### src/rtl/csrw_uart_pkg.sv
// csrw_uart_pkg
//   Shared definitions for the CSR-output UART transmitter: the transmit
//   FSM state encoding and the number of bytes serialized per CSR word.
package csrw_uart_pkg;

    typedef enum logic [1:0] {
        IDLE,
        START,
        DATA,
        STOP
    } state_t;

    localparam int BYTES_PER_WORD = 4;
    localparam int BYTE_IDX_W     = $clog2(BYTES_PER_WORD);

endpackage

### src/rtl/csrw_word_fifo.sv
// csrw_word_fifo
//   Small synchronous FIFO of WIDTH-bit words, DEPTH entries (power of 2).
//   A push while full is still accepted when a pop happens in the same
//   cycle, since the pop frees the slot. Read data is the current head.
// Ports:
//   clk, rst     clock, synchronous active-high reset (pointers/count only)
//   push, wdata  write strobe and word
//   pop          remove head word (ignored when empty)
//   rdata        head word, valid while !empty
//   full, empty  occupancy flags
//   count        occupancy, one bit wider than the pointers
module csrw_word_fifo #(
    parameter int WIDTH = 32,
    parameter int DEPTH = 4
) (
    input  logic                     clk,
    input  logic                     rst,
    input  logic                     push,
    input  logic [WIDTH-1:0]         wdata,
    input  logic                     pop,
    output logic [WIDTH-1:0]         rdata,
    output logic                     full,
    output logic                     empty,
    output logic [$clog2(DEPTH):0]   count
);

    localparam int PTR_W = $clog2(DEPTH);
    localparam int CNT_W = PTR_W + 1;

    logic [WIDTH-1:0] r_mem [DEPTH];
    logic [PTR_W-1:0] r_wr_ptr;
    logic [PTR_W-1:0] r_rd_ptr;
    logic [CNT_W-1:0] r_count;
    logic             w_do_pop;
    logic             w_do_push;

    assign empty     = (r_count == '0);
    assign full      = (r_count == CNT_W'(DEPTH));
    assign w_do_pop  = pop && !empty;
    assign w_do_push = push && (!full || w_do_pop);
    assign rdata     = r_mem[r_rd_ptr];
    assign count     = r_count;

    // Pointers wrap naturally at DEPTH because DEPTH is a power of 2.
    always_ff @(posedge clk) begin
        if (rst) begin
            r_wr_ptr <= '0;
            r_rd_ptr <= '0;
            r_count  <= '0;
        end else begin
            if (w_do_push) r_wr_ptr <= r_wr_ptr + PTR_W'(1);
            if (w_do_pop)  r_rd_ptr <= r_rd_ptr + PTR_W'(1);
            case ({w_do_push, w_do_pop})
                2'b10:   r_count <= r_count + CNT_W'(1);
                2'b01:   r_count <= r_count - CNT_W'(1);
                default: r_count <= r_count;
            endcase
        end
    end

    always_ff @(posedge clk) begin
        if (w_do_push) r_mem[r_wr_ptr] <= wdata;
    end

endmodule

### src/rtl/csrw_uart_tx.sv
// csrw_uart_tx
//   Captures every CSR out0 write into a word FIFO and serializes each word
//   as four UART 8N1 bytes, least-significant byte first. The writer is
//   never stalled; writes that find the FIFO full are dropped and counted.
// Ports:
//   clk, rst     clock, synchronous active-high reset
//   wen, wdata   CSR out0 write strobe and 32-bit value
//   tx           registered UART line, idle high
//   busy         FIFO non-empty or a frame in progress
//   full         FIFO holds FIFO_DEPTH words
//   count        FIFO occupancy
//   drop_count   writes lost to overflow, saturating at 255
module csrw_uart_tx
    import csrw_uart_pkg::*;
#(
    parameter int CLKS_PER_BIT = 16,
    parameter int FIFO_DEPTH   = 4
) (
    input  logic                          clk,
    input  logic                          rst,
    input  logic                          wen,
    input  logic [31:0]                   wdata,
    output logic                          tx,
    output logic                          busy,
    output logic                          full,
    output logic [$clog2(FIFO_DEPTH):0]   count,
    output logic [7:0]                    drop_count
);

    localparam int BAUD_W = $clog2(CLKS_PER_BIT);
    localparam logic [BAUD_W-1:0]     BAUD_LAST = BAUD_W'(CLKS_PER_BIT - 1);
    localparam logic [BYTE_IDX_W-1:0] LAST_BYTE = BYTE_IDX_W'(BYTES_PER_WORD - 1);

    state_t                  r_state;
    logic [BAUD_W-1:0]       r_baud;
    logic [2:0]              r_bit_idx;
    logic [BYTE_IDX_W-1:0]   r_byte_idx;
    logic [31:0]             r_word;
    logic                    r_tx;
    logic [7:0]              r_drop;

    logic                    w_pop;
    logic                    w_push;
    logic                    w_full;
    logic                    w_empty;
    logic [31:0]             w_rdata;
    logic [$clog2(FIFO_DEPTH):0] w_count;
    logic                    w_baud_done;
    logic [2:0]              w_next_bit_idx;

    // A pop frees a slot, so a write in the pop cycle is accepted even when full.
    assign w_pop          = (r_state == IDLE) && !w_empty;
    assign w_push         = wen && (!w_full || w_pop);
    assign w_baud_done    = (r_baud == BAUD_LAST);
    assign w_next_bit_idx = r_bit_idx + 3'd1;

    csrw_word_fifo #(
        .WIDTH (32),
        .DEPTH (FIFO_DEPTH)
    ) u_fifo (
        .clk   (clk),
        .rst   (rst),
        .push  (w_push),
        .wdata (wdata),
        .pop   (w_pop),
        .rdata (w_rdata),
        .full  (w_full),
        .empty (w_empty),
        .count (w_count)
    );

    // r_tx is loaded with the value of the state being entered, so the line
    // changes exactly on the edge where the FSM changes state.
    always_ff @(posedge clk) begin
        if (rst) begin
            r_state    <= IDLE;
            r_baud     <= '0;
            r_bit_idx  <= '0;
            r_byte_idx <= '0;
            r_tx       <= 1'b1;
            r_drop     <= '0;
        end else begin
            if (wen && !w_push && (r_drop != 8'hFF)) r_drop <= r_drop + 8'd1;

            case (r_state)
                IDLE: begin
                    r_tx   <= 1'b1;
                    r_baud <= '0;
                    if (w_pop) begin
                        r_byte_idx <= '0;
                        r_bit_idx  <= '0;
                        r_tx       <= 1'b0;
                        r_state    <= START;
                    end
                end
                START: begin
                    r_baud <= r_baud + BAUD_W'(1);
                    if (w_baud_done) begin
                        r_baud  <= '0;
                        r_tx    <= r_word[{r_byte_idx, 3'd0}];
                        r_state <= DATA;
                    end
                end
                DATA: begin
                    r_baud <= r_baud + BAUD_W'(1);
                    if (w_baud_done) begin
                        r_baud <= '0;
                        if (r_bit_idx == 3'd7) begin
                            r_bit_idx <= '0;
                            r_tx      <= 1'b1;
                            r_state   <= STOP;
                        end else begin
                            r_bit_idx <= w_next_bit_idx;
                            r_tx      <= r_word[{r_byte_idx, w_next_bit_idx}];
                        end
                    end
                end
                STOP: begin
                    r_baud <= r_baud + BAUD_W'(1);
                    if (w_baud_done) begin
                        r_baud <= '0;
                        if (r_byte_idx != LAST_BYTE) begin
                            r_byte_idx <= r_byte_idx + BYTE_IDX_W'(1);
                            r_tx       <= 1'b0;
                            r_state    <= START;
                        end else begin
                            r_tx    <= 1'b1;
                            r_state <= IDLE;
                        end
                    end
                end
                default: begin
                    r_tx    <= 1'b1;
                    r_state <= IDLE;
                end
            endcase
        end
    end

    always_ff @(posedge clk) begin
        if (w_pop) r_word <= w_rdata;
    end

    assign tx         = r_tx;
    assign busy       = (r_state != IDLE) || (w_count != '0);
    assign full       = w_full;
    assign count      = w_count;
    assign drop_count = r_drop;

endmodule
### config.mk
export PLATFORM = sky130hd
export DESIGN_NAME = csrw_uart_tx
export DESIGN_NICKNAME = d
export VERILOG_FILES = /design/src/rtl/csrw_uart_pkg.sv /design/src/rtl/csrw_word_fifo.sv /design/src/rtl/csrw_uart_tx.sv
export SDC_FILE = /design/constraint.sdc
export NUM_CORES = 1
export LEC_CHECK = 0
export ABC_CLOCK_PERIOD_IN_PS = 5800
export BUFFER_PORTS_ARGS = -buffer_cell sky130_fd_sc_hd__buf_2
export CAP_MARGIN = 10
export CORE_MARGIN = 4
export CORE_UTILIZATION = 64
export CTS_CLUSTER_SIZE = 25
export DETAILED_ROUTE_END_ITERATION = 12
export GPL_TIMING_DRIVEN = 0
export PLACE_DENSITY_LB_ADDON = 0.3
export RECOVER_POWER = 100
export SLEW_MARGIN = 15
export SYNTH_ARGS = -nofsm -noshare
export SYNTH_HDL_FRONTEND = slang
export SYNTH_SLANG_ARGS = --single-unit
export TNS_END_PERCENT = 50
### constraint.sdc
create_clock -name clk -period 5.8 [get_ports clk]
set_input_delay 0.87 -clock clk [delete_from_list [all_inputs] [get_ports clk]]
set_output_delay 0.87 -clock clk [all_outputs]
set_load 0.02 [all_outputs]
==> results of run 1 <==
## kinds of logic (layout without fill, tap and decap cells)
family                   count (synthesis)  after routing  share of synthesized area, %
AND/OR/NAND/NOR                         79             79                         5.540
flip-flops                             187            187                         72.83
adder cells (fa/ha/maj)                 16             16                         2.830
multiplexers                            52             52                         13.08
XOR/XNOR                                13             13                         1.551
buffers and inverters                   28            111                         1.517
AO/OA/AOI/OAI                           31             31                         2.659
## per-layer routing
layer,track usage [%],share of wire [%],vias up
met1,28.68,40,1900
met4,6.729,1.2,0
met3,6.368,6.9,15
met5,0,0,-
met2,35.30,52,143
li1,-,-,1735
## final timing paths
check,from,to,slack (ns),depth (start not counted)
max,r_state[0],u_fifo.r_mem[0][22],2.16,7
min,r_baud[0],r_baud[0],0.45,1
max reg2reg,r_state[0],u_fifo.r_mem[0][22],2.16,7
min reg2reg,r_baud[0],r_baud[0],0.45,1
## state kept, by name, summed over array words and instances (netlist names)
| name | count |
|---|---|
| u_fifo.r_mem | 128 |
| r_word | 32 |
| drop_count | 8 |
| r_baud | 4 |
| r_bit_idx | 3 |
| u_fifo.count | 3 |
| r_byte_idx | 2 |
| r_state | 2 |
| u_fifo.r_rd_ptr | 2 |
| u_fifo.r_wr_ptr | 2 |
| tx | 1 |
## placed cells by master (no fill, tap or decap), drive strengths merged, types with 2 or more instances in the layout
cell,instances
xor2,5
inv,15
and2,6
edfxtp,160
nor2b,7
clkinv,7
ha,15
o211ai,2
mux2i,16
and3,3
nor3,7
nand2,8
a21oi,14
mux4,35
o21ai,5
or3,2
clkinvlp,2
buf,3
xnor2,8
nor2,25
clkbuf,84
nand4,2
nand2b,2
nand3,11
a22oi,2
a221oi,2
dfxtp,27
## worst max-delay path, cell delays in order (launching register included)
cell and delay [ns]:
dfxtp_1 0.33, inv_1 0.15, ha_1 0.29, nor4b_1 0.10, nor2b_1 0.11, clkbuf_1 0.27, and2_0 0.87, clkbuf_1 1.11
## area by class of cell
type / count / area [µm²]
Sequential cell: 187 / 5345
Fill cell: 628 / 2809
Multi-Input combinational cell: 191 / 1877
Clock buffer: 18 / 429.2
Timing Repair Buffer: 52 / 196.4
Tap cell: 140 / 175.2
Clock inverter: 13 / 92.59
Buffer: 17 / 65.06
Inverter: 11 / 41.29
## power breakdown
group	internal (mW)	switching, mW
Sequential	1.77	0.0882
Combinational	0.335	0.517
Clock	0.547	0.477
## cells in the mapped netlist, drive strengths merged (2+ instances only)
library cell    n  share of area (%)
a21oi          14               0.95
a221oi          2               0.32
a22oi           2               0.20
and2            6               0.51
and3            3               0.26
buf             6               0.39
clkbuf         11               0.56
dfxtp          27                7.4
edfxtp        160                 65
ha             15                2.6
inv            11               0.56
mux2i          16                2.2
mux4           35                 11
nand2           8               0.41
nand2b          2               0.17
nand3          11               0.75
nand4           2               0.17
nor2           25                1.3
nor2b           7               0.60
nor3            7               0.48
o211ai          2               0.20
o21ai           5               0.34
or3             2               0.17
xnor2           8               0.95
xor2            5               0.60
==> run_results.csv, run 1 <==
group,metric,value,unit
sta,min_period_over_period,62.81,%
sta,max_freq,274.5,MHz
final_layout,instances_no_fill,629,
placed_design,placedCellCount,598,
global_route,antenna_found_initial,0,
sta,hold_ws,0.4517,ns
die,rows,38,
die,fp.dieArea,0.01325,mm²
clock_tree,clock_sinks,187,
global_route,track_usage,21.66,%
sta,tns,0,ns
placed_design,gp_congestion,0.8183,
setup_path,arrival,3.67,ns
die,fp.dieW,115.1,µm
final_layout,post_route_cells_drive_above_1_share,13.70,%
global_route,gr-total-overflow,0,
sta,relSlewSlack,2.563,%
routing,wl_per_cell,20.75,µm
yosys,ys_seq_area_share,72.83,%
final_layout,antenna_cells,0,
die,initial_core_util,66.54,%
setup_path,crit_path_max_fanout,20,
setup_path,worstPathRequired,5.83,ns
yosys,synth_cells,406,
clock_tree,clockBufferDepth,2,
sta,fin_skew,0.009578,ns
routing,viasPerCell,6.030,
yosys,ys_async_sr_fraction,0,%
die,io_pins,49,
routing,drt_iter0_markers,419,
pwr,worst_ir_drop_vdd,431.4,µV
global_route,grt_pass1_vias,3848,
clock_tree,numCtsBuffers,17,
sta,finalSetupViolCount,0,
setup_path,worst_setup_path_end_kind,"flip-flop",
clock_tree,ctsHoldBuffers,0,
worst_hold_path,hp-class,"flip-flop to flip-flop",
die,dieHeight,115.1,µm
pwr,p_leak,2.625,nW
sta,finalMaxSlewViolations,0,
yosys,synth_seq_cells,187,
yosys,synth_edf_count,160,
global_route,grt_max_degree,27,
setup_path,path_class,"flip-flop to flip-flop",
clock_tree,htree_levels,4,
placed_design,hpwl,8.416,mm
sta,rsz0062_at_grt,"no",
sta,finalHoldViolations,0,
yosys,synth_ff_type,"edfxtp_1",
routing,num_vias,3793,
pwr,powerDensity,454.2,mW/mm²
final_layout,final_area,0.008222,mm²
placed_design,placed_area,0.007893,mm²
yosys,synth.distinct_cells,42,
clock_tree,clock_latency,0.42,ns
clock_tree,cts.repair.resized,0,
placed_design,place_ws,3.116,ns
yosys,syn_avg_cell_area,18.08,µm²
routing,dr.pass1.iters,5,
pwr,p_total,3.735,mW
routing,drc_errors,0,
clock_tree,cts_tree,"done",
die,core,0.01103,mm²
placed_design,io_buffers,47,
clock_tree,postCtsSetupBuffers,0,
final_layout,syn_to_final_growth,12.02,%
yosys,netlist_area,0.007340,mm²
sta,finalCriticalPeriod,3.643,ns
yosys,yosysWarnings,0,
yosys,synth_nets,457,
sta,setup_ws,2.157,ns
sta,worst_slew_pin_slew,1.462,ns
flow_run,max-cap-violations,0,
setup_path,worst_setup_path_start_kind,"flip-flop",
outcome,status,"complete, no violations",
clock_tree,clk_pin_slew_worst_paths,0.07,ns
clock_tree,clock-root-buffer,"clkbuf_16",
global_route,grt_pass1_wl,20.92,mm
routing,drt-total-wl,13.05,mm
routing,ant_nets,0,
final_layout,fin_util,74.53,%
final_layout,fin_nets,528,
Power figures use the tool's default switching activity.
==> run 2: changes to the inputs <==
--- a/config.mk
+++ b/config.mk
@@ -5,11 +5,11 @@
 export SDC_FILE = /design/constraint.sdc
 export NUM_CORES = 1
 export LEC_CHECK = 0
-export ABC_CLOCK_PERIOD_IN_PS = 5800
+export ABC_CLOCK_PERIOD_IN_PS = 3700
 export BUFFER_PORTS_ARGS = -buffer_cell sky130_fd_sc_hd__buf_2
 export CAP_MARGIN = 10
 export CORE_MARGIN = 4
-export CORE_UTILIZATION = 64
+export CORE_UTILIZATION = 60
 export CTS_CLUSTER_SIZE = 25
 export DETAILED_ROUTE_END_ITERATION = 12
 export GPL_TIMING_DRIVEN = 0
==> constraint.sdc (replaced) <==
create_clock -name clk -period 3.7 [get_ports clk]
set_input_delay 0.555 -clock clk [delete_from_list [all_inputs] [get_ports clk]]
set_output_delay 0.555 -clock clk [all_outputs]
set_load 0.02 [all_outputs]
==> run 2 against run 1 <==
Compared with the run above:
- the flow now finishes with violations (capacitance limit, slew limit)
- hold slack lost 0.066 ns
- non-clock buffer count is the same
- via count up 0.16%
- register-to-register slack got worse by 1.4 ns
- critical path type unchanged
- cell count grew 1.3%
- critical endpoint is now u_fifo.r_mem[2][1]
- routed wire length shrank 0.32%
- sequential power rose by 56%
- combinational power rose by 63%
- utilization decreased by 4.7 points
==> run_results.csv, run 2 (synthesis gave the netlist of run 1 again) <==
group,metric,value,unit
outcome,status,"finished, violations left",
outcome,failed_checks,"capacitance limit, slew limit",
final_layout,fin_nets,528,
placed_design,placed_area,0.007886,mm²
final_layout,syn_to_final_growth,14.32,%
sta,setup_ws,0.7370,ns
placed_design,place_ws,1.041,ns
global_route,gr-total-overflow,0,
die,fp.dieArea,0.01407,mm²
setup_path,max_stage_delay,0.71,ns
clock_tree,clockBufferDepth,2,
die,dieHeight,118.6,µm
clock_tree,clock-root-buffer,"clkbuf_16",
setup_path,worst_setup_path_end_kind,"flip-flop",
pwr,worst_ir_drop_vdd,427.2,µV
routing,ant_nets,0,
global_route,grt_pass1_wl,21.53,mm
worst_hold_path,hold_path.startpoint,"wdata[5]",
placed_design,io_buffers,47,
routing,drt_iter0_markers,327,
setup_path,crit_path_max_fanout,25,
clock_tree,cts_tree,"done",
global_route,antenna_found_initial,0,
sta,finalCriticalPeriod,2.963,ns
routing,drc_errors,0,
pwr,p_leak,2.712,nW
sta,max_freq,337.5,MHz
clock_tree,cts.repair.resized,0,
setup_path,cp-startpoint,"r_state[0]",
clock_tree,postCtsSetupBuffers,0,
routing,wl_per_cell,20.42,µm
final_layout,final_cell_mix,"edfxtp_1 (160), clkbuf_1 (62), mux4_2 (35)",
routing,drt-total-wl,13.01,mm
flow_run,max-cap-violations,1,
global_route,grt_pass1_vias,4008,
clock_tree,numCtsBuffers,17,
clock_tree,ctsHoldBuffers,0,
setup_path,worst_setup_path_start_kind,"flip-flop",
clock_tree,clk_pin_slew_worst_paths,0.07,ns
worst_hold_path,hp-class,"input pin to flip-flop",
placed_design,gp_congestion,0.8302,
final_layout,top_register,"u_fifo.r_mem",
clock_tree,htree_levels,4,
pwr,powerDensity,740.8,mW/mm²
die,rows,40,
routing,routed.top_layer,"met4",
placed_design,hpwl,8.157,mm
final_layout,post_route_cells_drive_above_1_share,14.90,%
final_layout,layout_commonest_cell,"edfxtp_1",
die,io_pins,49,
setup_path,crit_path_cell_trace,"inv_1 > ha_1 > nor4b_1 > nor2b_1 > clkbuf_1 > and2_0 > clkbuf_2",
setup_path,path_class,"flip-flop to flip-flop",
routing,wl_met3,673,µm
clock_tree,clock_latency,0.42,ns
die,core,0.01201,mm²
global_route,grt_max_degree,27,
sta,finalSetupViolCount,0,
sta,rsz0062_at_grt,"no",
routing,dr.pass1.iters,5,
sta,hold_ws,0.3858,ns
routing,wl_met1,5.183,mm
setup_path,worstPathRequired,3.75,ns
final_layout,final_area,0.008391,mm²
routing,num_vias,3799,
setup_path,crit_slowest_cell,"clkbuf_2",
sta,tns,0,ns
routing,wl_met2,6.811,mm
setup_path,arrival,3.01,ns
sta,worst_slew_pin_slew,1.680,ns
sta,finalMaxSlewViolations,15,
setup_path,r2r-start,"r_state[0]",
final_layout,largest_reg_flops,128,
routing,viasPerCell,5.964,
sta,finalHoldViolations,0,
die,initial_core_util,61.10,%
pwr,p_total,6.216,mW
sta,relSlewSlack,-12.22,%
die,fp.dieW,118.6,µm
sta,min_period_over_period,80.08,%
clock_tree,clock_sinks,187,
final_layout,antenna_cells,0,
global_route,track_usage,20.36,%
sta,fin_skew,0.006495,ns
==> run 2: cell count changes in the layout (fill, tap and decap cells not counted), sizes merged <==
cell	previous run	this run
buf	3	5
clkbuf	84	82
clkinvlp	2	1
clkinv	7	8
bufinv	0	5
inv	15	11
==> run 2: path summary, 6_finish.rpt <==
path | cells after the start | endpoint | slack (ns)
hold reg to reg | 1 | r_baud[0] | 0.46
setup reg to reg | 7 | u_fifo.r_mem[2][1] | 0.74
hold / removal | 1 | u_fifo.r_mem[0][5] | 0.39
setup / recovery | 7 | u_fifo.r_mem[2][1] | 0.74
==> run 2: where the power goes <==
part	total (mW)	internal, mW	switching [mW]	leakage, nW
registers	2.91	2.77	0.141	1.70
clock network	1.91	1.19	0.723	0.306
logic	1.39	0.581	0.813	0.710
==> run 2: per-layer routing <==
metal	global-route usage, %	vias to the layer above
met2	33.18	133
met1	25.76	1917
met3	4.833	24
met5	0	-
li1	-	1725
met4	10.21	0
==> run 2: layout make-up <==
class | count | area (µm²)
Buffer | 17 | 65.06
Clock buffer | 18 | 429.2
Clock inverter | 14 | 201.4
Fill cell | 806 | 3621
Inverter | 11 | 41.29
Multi-Input combinational cell | 191 | 1877
Sequential cell | 187 | 5345
Tap cell | 147 | 183.9
Timing Repair Buffer | 52 | 247.7
==> run 2: critical path, delay by kind of cell (launching register included) <==
kind	cells	cell delay [ns]
flip-flops	1	0.33
buffers and inverters	3	1.10
adder cells (fa/ha/maj)	1	0.27
AND/OR/NAND/NOR	3	0.87
==> run 2: through the flow <==
stage	std cells	utilization, %
after global routing	637	69.85
final	637	69.85
after detailed placement	605	65.66
after floorplan	406	-
after CTS	637	70.91
after global placement	600	64.59
==> run 3: changes to the inputs <==
--- a/config.mk
+++ b/config.mk
@@ -5,7 +5,8 @@
 export SDC_FILE = /design/constraint.sdc
 export NUM_CORES = 1
 export LEC_CHECK = 0
-export ABC_CLOCK_PERIOD_IN_PS = 3700
+export ABC_AREA = 1
+export ABC_CLOCK_PERIOD_IN_PS = 2800
 export BUFFER_PORTS_ARGS = -buffer_cell sky130_fd_sc_hd__buf_2
 export CAP_MARGIN = 10
 export CORE_MARGIN = 4
==> constraint.sdc (replaced) <==
create_clock -name clk -period 2.8 [get_ports clk]
set_input_delay 0.42 -clock clk [delete_from_list [all_inputs] [get_ports clk]]
set_output_delay 0.42 -clock clk [all_outputs]
set_load 0.02 [all_outputs]
==> run 3 against run 2 <==
Compared with the run above:
- the flow now finishes without violations
- first-iteration DRC count grew 54%
- total power is 43% higher
- via count increased by 37%
- synthesized area rose by 2.5%
- critical path depth stayed put
- fmax is 14% higher
- critical path type unchanged
- largest cell class unchanged
- highest routed layer unchanged
==> run_results.csv, run 3 <==
group,metric,value,unit
outcome,status,"complete, no violations",
sta,finalSetupViolCount,0,
clock_tree,clock_latency,0.44,ns
final_layout,layout_commonest_cell,"edfxtp_1",
clock_tree,numCtsBuffers,17,
setup_path,path_class,"flip-flop to flip-flop",
pwr,worst_ir_drop_vdd,597.7,µV
final_layout,regArea,0.005345,mm²
worst_hold_path,hp-class,"input pin to flip-flop",
global_route,gr-total-overflow,0,
setup_path,arrival,2.75,ns
final_layout,antenna_cells,0,
placed_design,io_buffers,47,
yosys,yosysTopAreaCell,"edfxtp_1",
routing,num_vias,5210,
routing,drc_errors,0,
global_route,antenna_found_initial,0,
final_layout,instances_no_fill,887,
placed_design,gp_congestion,0.8124,
sta,finalMaxSlewViolations,0,
pwr,p_leak,3.122,nW
final_layout,top_register,"u_fifo.r_mem",
setup_path,regToRegSetupSlack,0.20,ns
setup_path,r2r-start,"r_state[1]",
clock_tree,clk_pin_slew_worst_paths,0.07,ns
sta,fin_skew,0.009372,ns
clock_tree,cts_tree,"done",
die,io_pins,49,
global_route,grt_pass1_vias,5238,
setup_path,reg2reg_to,"u_fifo.r_mem[3][14]",
worst_hold_path,worstHoldPathCells,1,
final_layout,multiInputGateArea,0.001839,mm²
sta,finalHoldViolations,0,
clock_tree,postCtsSetupBuffers,0,
yosys,ys_top_cells_by_area,"edfxtp_1 (64%), dfxtp_1 (7.2%), o21ai_0 (5.5%)",
yosys,synth_edf_count,160,
worst_hold_path,whs_endpoint,"u_fifo.r_mem[2][28]",
yosys,synth.cells.most_frequent,"edfxtp_1 (160), nor2_1 (87), o21ai_0 (82), nand2_1 (73), inv_1 (55)",
final_layout,fin_nets,757,
yosys,syn_avg_cell_area,11.84,µm²
routing,viasPerCell,5.874,
yosys,synth_cells,635,
flow_run,max-cap-violations,0,
sta,max_freq,384.2,MHz
final_layout,fillers,824,
sta,finalCriticalPeriod,2.603,ns
routing,drt_iter0_markers,504,
sta,rsz0062_at_grt,"no",
sta,relSlewSlack,19.65,%
sta,worst_slew_pin_slew,1.204,ns
global_route,track_usage,24.58,%
yosys,synth_top_area_share,63.89,%
yosys,synth_seq_cells,187,
routing,drt-total-wl,16.94,mm
final_layout,largest_reg_flops,128,
clock_tree,clock-root-buffer,"clkbuf_16",
die,rows,40,
yosys,yosysWarnings,0,
global_route,grt_max_degree,25,
yosys,synth.distinct_cells,30,
final_layout,post_route_cells_drive_above_1_share,7.232,%
yosys,ys_seq_area_share,71.08,%
placed_design,placed_area,0.008140,mm²
yosys,netlist_area,0.007520,mm²
die,initial_core_util,61.83,%
sta,min_period_over_period,92.95,%
routing,dr.pass1.iters,6,
pwr,powerDensity,1023,mW/mm²
setup_path,rr_worst_depth,7,
placed_design,hpwl,10.37,mm
worst_hold_path,hold_path.startpoint,"wdata[28]",
die,fp.dieW,120.0,µm
clock_tree,clock_sinks,187,
setup_path,crit_path_max_fanout,17,
final_layout,final_area,0.008661,mm²
die,core,0.01216,mm²
routing,wl_per_cell,19.10,µm
setup_path,worstPathRequired,2.94,ns
yosys,ys_async_sr_fraction,0,%
global_route,grt_pass1_wl,26.77,mm
setup_path,worst_setup_path_end_kind,"flip-flop",
yosys,synth_nets,686,
yosys,synth_ff_type,"edfxtp_1",
final_layout,syn_to_final_growth,15.17,%
clock_tree,htree_levels,4,
placed_design,placedCellCount,855,
die,dieHeight,120.0,µm
yosys,synth_most_common_cell,"edfxtp_1",
final_layout,final_cell_mix,"edfxtp_1 (160), nor2_1 (85), o21ai_0 (82)",
setup_path,worst_setup_path_start_kind,"flip-flop",
die,fp.dieArea,0.01439,mm²
clock_tree,clockBufferDepth,2,
routing,ant_nets,0,
[run 3: changes by cell type after synthesis, moves of 32 or more]
| cell | change |
|---|---|
| mux4_2 | -35 |
| o21ai_0 | +77 |
| o22ai_1 | +32 |
| nor2_1 | +62 |
| inv_1 | +44 |
| nand2_1 | +65 |
[run 3: cell families (layout without fill, tap and decap cells)]
kind of cell / Yosys count / count (layout) / share of synthesized area, %
compound gates: 145 / 145 / 10.40
simple gates: 202 / 202 / 11.10
flops: 187 / 187 / 71.08
xor+xnor: 1 / 1 / 0.1165
buf+inv: 84 / 168 / 4.542
fa+ha+maj: 16 / 16 / 2.762
[run 3: critical path, cell delays in order (launching register included)]
cell and delay, ns:
dfxtp_1 0.35, inv_1 0.15, ha_1 0.27, inv_1 0.10, nand2_1 0.11, nand2_2 0.14, nor2_2 0.93, buf_16 0.24
[run 3: routing by layer]
layer / track usage [%] / vias up / wire length [µm]
met5: 0 / - / 0
met4: 12.74 / 0 / 539
met3: 4.760 / 51 / 1265
met2: 42.68 / 273 / 8760
met1: 29.04 / 2500 / 6378
li1: - / 2386 / -
[run 3: metrics by stage]
| stage | setup TNS, ns | utilization, % | hold WS [ns] | setup slack [ns] | power, mW |
|---|---|---|---|---|---|
| after global routing | 0 | 71.21 | 0.2376 | 0.05249 | 9.311 |
| after CTS | 0 | 72.22 | 0.1799 | 0.1149 | 8.969 |
| after floorplan | 0 | - | 0.4176 | 0.06845 | 5.430 |
| after detailed placement | 0 | 66.93 | 0.4413 | 0.1571 | 6.315 |
| final | 0 | 71.21 | 0.2368 | 0.1974 | 8.862 |
| after global placement | -151.85 | 65.55 | 0.4255 | -1.213 | 6.091 |
[run 3: worst max path at each step]
| stage | start | end | slack (ns) | cells after the start |
|---|---|---|---|---|
| after global placement | r_state[1] | u_fifo.r_mem[3][6] | -1.21 | 6 |
| after CTS | r_state[1] | u_fifo.count[2] | 0.11 | 12 |
| after detailed placement | r_state[0] | u_fifo.count[2] | 0.16 | 12 |
| after global routing | r_state[0] | u_fifo.r_mem[3][13] | 0.05 | 7 |
| after floorplan | r_state[0] | u_fifo.r_mem[0][0] | 0.07 | 6 |
| final | r_state[1] | u_fifo.r_mem[3][14] | 0.20 | 7 |
[run 3: power by group]
group          switching [mW]  total (mW)  internal [mW]
Clock                    1.02        2.60           1.58
Combinational            1.73        2.40          0.671
Sequential              0.187        3.86           3.67
[run 3: final cells by class]
cell class | count | share of cell area, %
timing repair buffer | 52 | 3.308
sequential | 187 | 61.72
buffer | 26 | 1.344
clock inverter | 15 | 2.514
tap | 168 | 2.427
multi-input combinational | 364 | 21.24
clock buffer | 17 | 4.912
inverter | 58 | 2.543
[run 3: what timing repair did]
item                       CTS  global route
resized for setup            0             1
setup endpoints to repair    0             1
hold buffers                 0             0
